<file path="config.mk">
export PLATFORM = sky130hd
export DESIGN_NAME = onehot_rom_streamer
export DESIGN_NICKNAME = d
export VERILOG_FILES = /design/src/rtl/rom_stream_pkg.sv /design/src/rtl/onehot_to_idx.sv /design/src/rtl/onehot_rom_streamer.sv
export SDC_FILE = /design/constraint.sdc
export NUM_CORES = 1
export LEC_CHECK = 0
export BUFFER_PORTS_ARGS = -buffer_cell sky130_fd_sc_hd__buf_2
export CAP_MARGIN = 10
export CORE_MARGIN = 3
export CORE_UTILIZATION = 50
export CTS_CLUSTER_SIZE = 30
export DETAILED_ROUTE_END_ITERATION = 8
export GPL_TIMING_DRIVEN = 0
export MAX_ROUTING_LAYER = met4
export PLACE_DENSITY = 0.82
export SLEW_MARGIN = 20
export SYNTH_ARGS = -nofsm -noshare
export SYNTH_HDL_FRONTEND = slang
export SYNTH_HIERARCHICAL = 1
export SYNTH_SLANG_ARGS = --single-unit
export TNS_END_PERCENT = 30
</file>
<file path="constraint.sdc">
create_clock -name clk -period 3 [get_ports clk]
set_input_delay 0.6 -clock clk [delete_from_list [all_inputs] [get_ports clk]]
set_output_delay 0.6 -clock clk [all_outputs]
set_load 0.01 [all_outputs]
</file>
<file path="src/rtl/rom_stream_pkg.sv">
// rom_stream_pkg: shared state type, default ROM image and one-hot check for onehot_rom_streamer
package rom_stream_pkg;
  typedef enum logic {IDLE, STREAM} state_t;
  localparam logic [63:0] DEFAULT_ROM_INIT = 64'hB64AD97E2BF15CA3;
  function automatic bit is_onehot(input logic [63:0] vec);
    return (vec != '0) && ((vec & (vec - 64'd1)) == '0);
  endfunction
endpackage

</file>
<file path="src/rtl/onehot_to_idx.sv">
// onehot_to_idx: one-hot vector to binary index, valid when exactly one bit is set
module onehot_to_idx
  import rom_stream_pkg::*;
#(
  parameter int DEPTH = 8,
  localparam int IW = $clog2(DEPTH)
) (
  input  logic [DEPTH-1:0] vec,
  output logic [IW-1:0]    idx,
  output logic             valid
);
  always_comb begin
    idx = '0;
    for (int i = 0; i < DEPTH; i++) if (vec[i]) idx = IW'(i);
    valid = is_onehot(64'(vec));
  end
endmodule

</file>
<file path="src/rtl/onehot_rom_streamer.sv">
// onehot_rom_streamer: one-hot addressed ROM burst reader streaming words on valid/ready, wrapping modulo DEPTH
module onehot_rom_streamer
  import rom_stream_pkg::*;
#(
  parameter int DATA_W = 8,
  parameter int DEPTH = 8,
  parameter int LEN_W = $clog2(DEPTH) + 1,
  parameter logic [DEPTH*DATA_W-1:0] ROM_INIT = DEFAULT_ROM_INIT
) (
  input  logic              clk,
  input  logic              rst_n,
  input  logic              enable,
  input  logic              req_valid,
  output logic              req_ready,
  input  logic [DEPTH-1:0]  req_addr,
  input  logic [LEN_W-1:0]  req_len,
  output logic              out_valid,
  input  logic              out_ready,
  output logic [DATA_W-1:0] out_data,
  output logic              out_last,
  output logic              err
);
  localparam int IW = $clog2(DEPTH);
  state_t            state_q;
  logic [IW-1:0]     idx_q, idx_d, a_idx;
  logic [LEN_W-1:0]  rem_q;
  logic [DATA_W-1:0] data_q;
  logic              valid_q, last_q, err_q, a_ok, legal;
  logic [DATA_W-1:0] rom [DEPTH];
  onehot_to_idx #(.DEPTH(DEPTH)) u_dec (.vec(req_addr), .idx(a_idx), .valid(a_ok));
  always_comb begin
    for (int i = 0; i < DEPTH; i++) rom[i] = ROM_INIT[i*DATA_W +: DATA_W];
    idx_d = (idx_q == IW'(DEPTH - 1)) ? '0 : idx_q + IW'(1);
    legal = a_ok && (req_len != '0) && (req_len <= LEN_W'(DEPTH));
  end
  assign req_ready = rst_n && enable && (state_q == IDLE);
  assign out_valid = valid_q;
  assign out_data  = data_q;
  assign out_last  = last_q;
  assign err       = err_q;
  // abort (enable low) and final-beat transfer share the same clear-to-idle path
  always_ff @(posedge clk or negedge rst_n) begin
    if (!rst_n) begin
      state_q <= IDLE;
      idx_q   <= '0;
      rem_q   <= '0;
      data_q  <= '0;
      valid_q <= 1'b0;
      last_q  <= 1'b0;
      err_q   <= 1'b0;
    end else begin
      err_q <= 1'b0;
      if (state_q == IDLE) begin
        if (req_valid && req_ready && legal) begin
          state_q <= STREAM;
          idx_q   <= a_idx;
          rem_q   <= req_len;
          data_q  <= rom[a_idx];
          valid_q <= 1'b1;
          last_q  <= (req_len == LEN_W'(1));
        end else if (req_valid && req_ready) begin
          err_q <= 1'b1;
        end
      end else if (!enable || (out_ready && last_q)) begin
        state_q <= IDLE;
        data_q  <= '0;
        valid_q <= 1'b0;
        last_q  <= 1'b0;
      end else if (out_ready) begin
        idx_q  <= idx_d;
        rem_q  <= rem_q - LEN_W'(1);
        data_q <= rom[idx_d];
        last_q <= (rem_q == LEN_W'(2));
      end
    end
  end
endmodule

</file>
# Word level (Yosys, flattened, before mapping)
# Memory sizes are Yosys's and may differ from the RTL's.
# Cells that the tools add are included.
# op_classes
n_addsub	3
muxes	37
reduce_logical	17
n_eq_ne	7
bitwise_logic	4
magnitude_cmp	3
# ops
operator	n
8-bit by 64-bit bitwise AND with 64-bit output	1
64-bit zero test	1
8-bit 2-to-1 mux	8
3-bit 2-to-1 mux	9
4-bit 2-to-1 mux	4
1-bit 2-to-1 mux	14
8-bit by 1-bit subtractor with 9-bit output, second input constant	1
4-bit greater-or-equal comparator, second input constant	2
1-bit logical AND	8
3-bit inverter with 4-bit output	2
8-bit nonzero test	1
4-bit by 1-bit == test with 1-bit output, second input constant	1
4-bit by 2-bit == test with 1-bit output, second input constant	1
4-bit <= comparator, second input constant	1
2-bit 2-to-1 mux	2
2-bit != test, second input constant	2
2-bit AND reduction	2
4-bit nonzero test	1
4-bit by 1-bit subtractor with 4-bit output, second input constant	1
3-bit by 1-bit adder with 3-bit output, second input constant	1
3-bit == test, second input constant	1
3-bit by 2-bit != test with 1-bit output, second input constant	1
3-bit AND reduction	1
2-bit by 1-bit != test with 1-bit output, second input constant	1
4 further kinds	4
# totals
rom_bits	128
n_memories	2
reg_bits	19
wordCells	80
# memory_table
name	depth	word_bits	rd	rd_clocked_by_memory_dff	write_ports	line_no	rtl
(name not given)	8	8	1	0	0	onehot_rom_streamer.sv:72	data_q <= rom[idx_d];
(name not given)	8	8	1	0	0	onehot_rom_streamer.sv:58	data_q <= rom[a_idx];

# Longest topological paths before layout
# depth
word_depth	13
ltp_mapped	10
depth_no_buf	10

# Modules after synthesis
# Netlist, hierarchy kept.
# by_module_without_submodules
module	cells_each	instances	area_each_um2
onehot_rom_streamer	147	1	1472.7
onehot_to_idx	23	1	156.4

# Least setup slack after synthesis
# OpenSTA, ideal clock, no wires.
# synth_timing
path_type	input to register
start	input req_addr[1]
end	register last_q (netlist: out_last)
setup_ns	0.125
path_buffers	1
path_stages	8
slack_ns	0.437
t_arrival_ns	2.438
required_ns	2.875
cell_sequence	nor4_4 xor2_1 o41ai_1 o22a_1 or4b_1 buf_6 nand2_8 mux2_4
# synth_between
elab_chain_cells	9
word_cells_on_any_way	10
# synth_lines
item	line_no	rtl
start, declared	onehot_rom_streamer.sv:15	input logic [DEPTH-1:0] req_addr,
8-bit by 1-bit subtractor with 9-bit output	rom_stream_pkg.sv:6	return (vec != '0) && ((vec & (vec - 64'd1)) == '0);
8-bit by 64-bit bitwise AND with 64-bit output	rom_stream_pkg.sv:6	
64-bit zero test	rom_stream_pkg.sv:6	
1-bit logical AND *	rom_stream_pkg.sv:6	
via a_ok	onehot_rom_streamer.sv:28	logic valid_q, last_q, err_q, a_ok, legal;
1-bit logical AND * (2 in series)	onehot_rom_streamer.sv:34	legal = a_ok && (req_len != '0) && (req_len <= LEN_W'(DEPTH));
1-bit logical AND *	onehot_rom_streamer.sv:54	if (req_valid && req_ready && legal) begin
2-bit nonzero test (no line) *	n/a	
2-bit AND reduction (no line) *	n/a	
end signal, assigned	onehot_rom_streamer.sv:60	last_q <= (req_len == LEN_W'(1));
end signal, assigned	onehot_rom_streamer.sv:73	last_q <= (rem_q == LEN_W'(2));
end, declared	onehot_rom_streamer.sv:28	
# The timed path passes the listed nets; every way through them passes the cells marked *.
# A chain may end at the register's enable or synchronous reset.

# Final worst setup path
# layout_timing
start	input req_addr[2]
end	register data_q[3] (netlist: out_data[3])
# layout_between
word_cells_on_any_way	22
# layout_rtl
item	line_no	rtl
8-bit by 1-bit subtractor with 9-bit output	rom_stream_pkg.sv:6	
8-bit by 64-bit bitwise AND with 64-bit output	rom_stream_pkg.sv:6	
64-bit zero test	rom_stream_pkg.sv:6	
1-bit logical AND *	rom_stream_pkg.sv:6	
via a_ok	onehot_rom_streamer.sv:28	
1-bit logical AND * (2 in series)	onehot_rom_streamer.sv:34	
1-bit logical AND *	onehot_rom_streamer.sv:54	
2-bit nonzero test (no line) *	n/a	
2-bit AND reduction (no line) *	n/a	
end signal, assigned	onehot_rom_streamer.sv:58	
end signal, assigned	onehot_rom_streamer.sv:72	
end, declared	onehot_rom_streamer.sv:27	logic [DATA_W-1:0] data_q;
# The timed path passes the listed nets; every way through them passes the cells marked *. The select of a mux whose other input is x is not followed.

==> out/results.ini <==
[run_status]
status=completed

[synth]
synth.avg_cell_area_um2=9.58
synth_nets=199
synth.distinct_cells=50
synth_compound_area_share_pct=19.4
syn_area_um2=1630
postSynthCellCount=170
synth_area_leader_cell=dfrtp_1
synth_top_family_by_area=simple AND/OR/NAND/NOR gates
yosys_warnings=6
synthTopCellsByCount=19 x dfrtp_1, 18 x nand2_1, 14 x nor2_1
synthMuxAreaShare_pct=10.2
ys_ff_latch=19
yosysTopAreaCellShare_pct=29.2
synth-simple-area-share_pct=22.8
async_flop_share_pct=100
synthAdderAreaFrac_pct=9.83
synthFlopType=dfrtp_1
ys_seq_area_share_pct=29.2
synth_edf_count=0
synthTopCellsByArea=dfrtp_1 29%, ha_1 9.2%, mux2_4 8.3%, nand2_1 4.1%, nor2_1 3.2%
synth_xor_area_share_pct=1.61
synth_most_common_cell=dfrtp_1

[power_and_ir_drop]
ir_drop_mv=0.236
sw_frac_of_total_pct=34.8
finalPower_mw=0.719
power.switching_mw=0.250
power_frac_clock_pct=18.4
power_leakage_nw=0.914
combPwrFrac_pct=37.9
internal_power_mw=0.469
p_seq_share_pct=43.8
power_density_nw_per_um2=389

[finish]
regArea_um2=475
nNetsFinal=231
area_delta_synth_final_pct=13.4
drive_gt1_share_pct=31.3
fin_area_um2=1850
multi_input_area_um2=1040
num_antenna_cells=0
layoutNonFillerInstCount=245
n_fill_cell=268

[drt]
dr.pass1.iters=4
wirelength_mm=3.65
drc_errors=0
avgRoutedWirePerCell_um=14.9
drtIter0Drc=91
dr_total_vias=1420
drtAntennaViolNets=0
avgViaCountPerCell=5.80

[grt]
grt_start_max_net_pins=22
first_global_vias=1489
grt_pass1_wl_mm=6.60
grt-ovfl-total=0
track_usage_pct=20.7
antenna_found_initial=0

[cts]
clk_pin_slew_ns=0.12
cts_root_buf=clkbuf_4
cts_htree_levels=1
clk_latency_ns=0.31
cts_buffers=3
cts_tree=done
cts_resized=0
post_cts_buffers=0
clock-sinks=19
clk_path_buf_depth=2
hold_buffers=0

[placed_design]
place_area_um2=1820
dp_cells=241
dpl.hpwl_mm=2.71
gp_congestion=0.908
io_buffer_count=27

[setup_path]
crit_family=simple AND/OR/NAND/NOR gates
path_buf_inv=2
crit_path_max_incr_delay_ns=0.46
path_cells=buf_2 > nor4_4 > xor2_1 > o41ai_1 > o22a_1 > or4b_1 > buf_6 > nand2_8 > mux2_4
crit_type=input pin to flip-flop
r2r-end=out_data[4]
crit_path_start_kind=input pin
r2r_start=idx_q[0]
reg2reg_slack_ns=0.53
worstRegToRegCells=7
end_kind=flip-flop
cp_max_fo=9
cp.arrival_ns=2.74
crit_slowest_cell=or4b_1
worstPathRequired_ns=3.18

[timing]
post-route-min-period_ns=2.55
rsz0062_at_grt=false
tightestPinTransition_ns=0.900
finalHoldViolCount=0
finalCritPeriodShare_pct=85.1
setup_viol=0
holdWs_ns=0.226
fmax_mhz=392
finalSetupTns_ns=0
fin_worst_skew_ns=0.0183
slew_viol_final=0
relSlewSlack_pct=39.1

[job]
drv_cap=0

[die]
row_count=20
coreArea_um2=3080
ios=29
dieWidth_um=63.1
fp.dieH_um=63.1
start_util_pct=52.9
die_area_um2=3980

[worst_hold_path]
holdCritPathClass=input pin to asynchronous set/reset pin

==> layout make-up <==
class | count | share of cell area, %
multi-input combinational | 133 | 56.4
sequential | 19 | 25.7
timing repair buffer | 27 | 7.32
buffer | 7 | 3.86
tap | 44 | 2.98
inverter | 11 | 2.24
clock buffer | 3 | 1.22
clock inverter | 1 | 0.271
==> how the worst max path moves through the flow <==
stage / from / slack [ns] / cells after the start / end
finish: req_addr[2] / 0.45 / 9 / out_data[3]
global route: req_addr[2] / 0.28 / 8 / rem_q[2]
CTS: req_addr[2] / 0.45 / 8 / rem_q[3]
detailed placement: req_addr[2] / 0.12 / 8 / rem_q[3]
global placement: req_addr[1] / 0.14 / 8 / rem_q[3]
floorplan: req_addr[1] / 0.44 / 8 / out_last
==> kinds of logic (layout without fill, tap and decap cells) <==
kind of cell | after synthesis | in the layout
xor+xnor | 3 | 3
mux | 12 | 12
flops | 19 | 19
compound gates | 41 | 41
simple gates | 64 | 64
fa+ha+maj | 13 | 13
buf+inv | 18 | 49
==> power by group through the flow <==
stage | clock [mW] | combinational [mW] | sequential (mW)
after detailed placement | 0 | 0.269 | 0.319
final | 0.132 | 0.272 | 0.315
after global routing | 0.157 | 0.304 | 0.321
after CTS | 0.140 | 0.272 | 0.315
after global placement | 0 | 0.262 | 0.319
after floorplan | 0 | 0.181 | 0.323
==> state kept, by name, summed over array words and instances, names as in the netlist <==
register   cells
err            1
rem_q          4
out_last       1
out_valid      1
state_q        1
idx_q          3
out_data       8
==> through the flow <==
| stage | util [%] | setup slack [ns] |
|---|---|---|
| after floorplan | - | 0.437 |
| after global placement | 59.1 | 0.142 |
| after detailed placement | 59.1 | 0.123 |
| after CTS | 60.0 | 0.446 |
| after global routing | 60.0 | 0.285 |
| final | 60.0 | 0.446 |
==> per-layer routing <==
metal  vias up  global-route usage, %  routed length [um]
li1        678                      -                   -
met5         -                      -                   0
met4         0                   6.34                  42
met2        48                   34.4                1840
met1       688                   25.5                1560
met3         6                   3.74                 204
==> cell usage in the layout, fill, tap and decap left out, types with 3 or more instances in the layout <==
cell type	instances
xor2_1	3
nor2_1	14
nand3_1	5
clkbuf_4	3
dfrtp_1	19
inv_1	10
ha_1	12
buf_2	27
and2b_2	3
a21oi_1	9
nand2_1	18
mux2_4	9
o21ai_0	6
nand2b_1	6
o22ai_1	6
clkbuf_8	3
No activity file was read; power rests on OpenSTA's default activity.
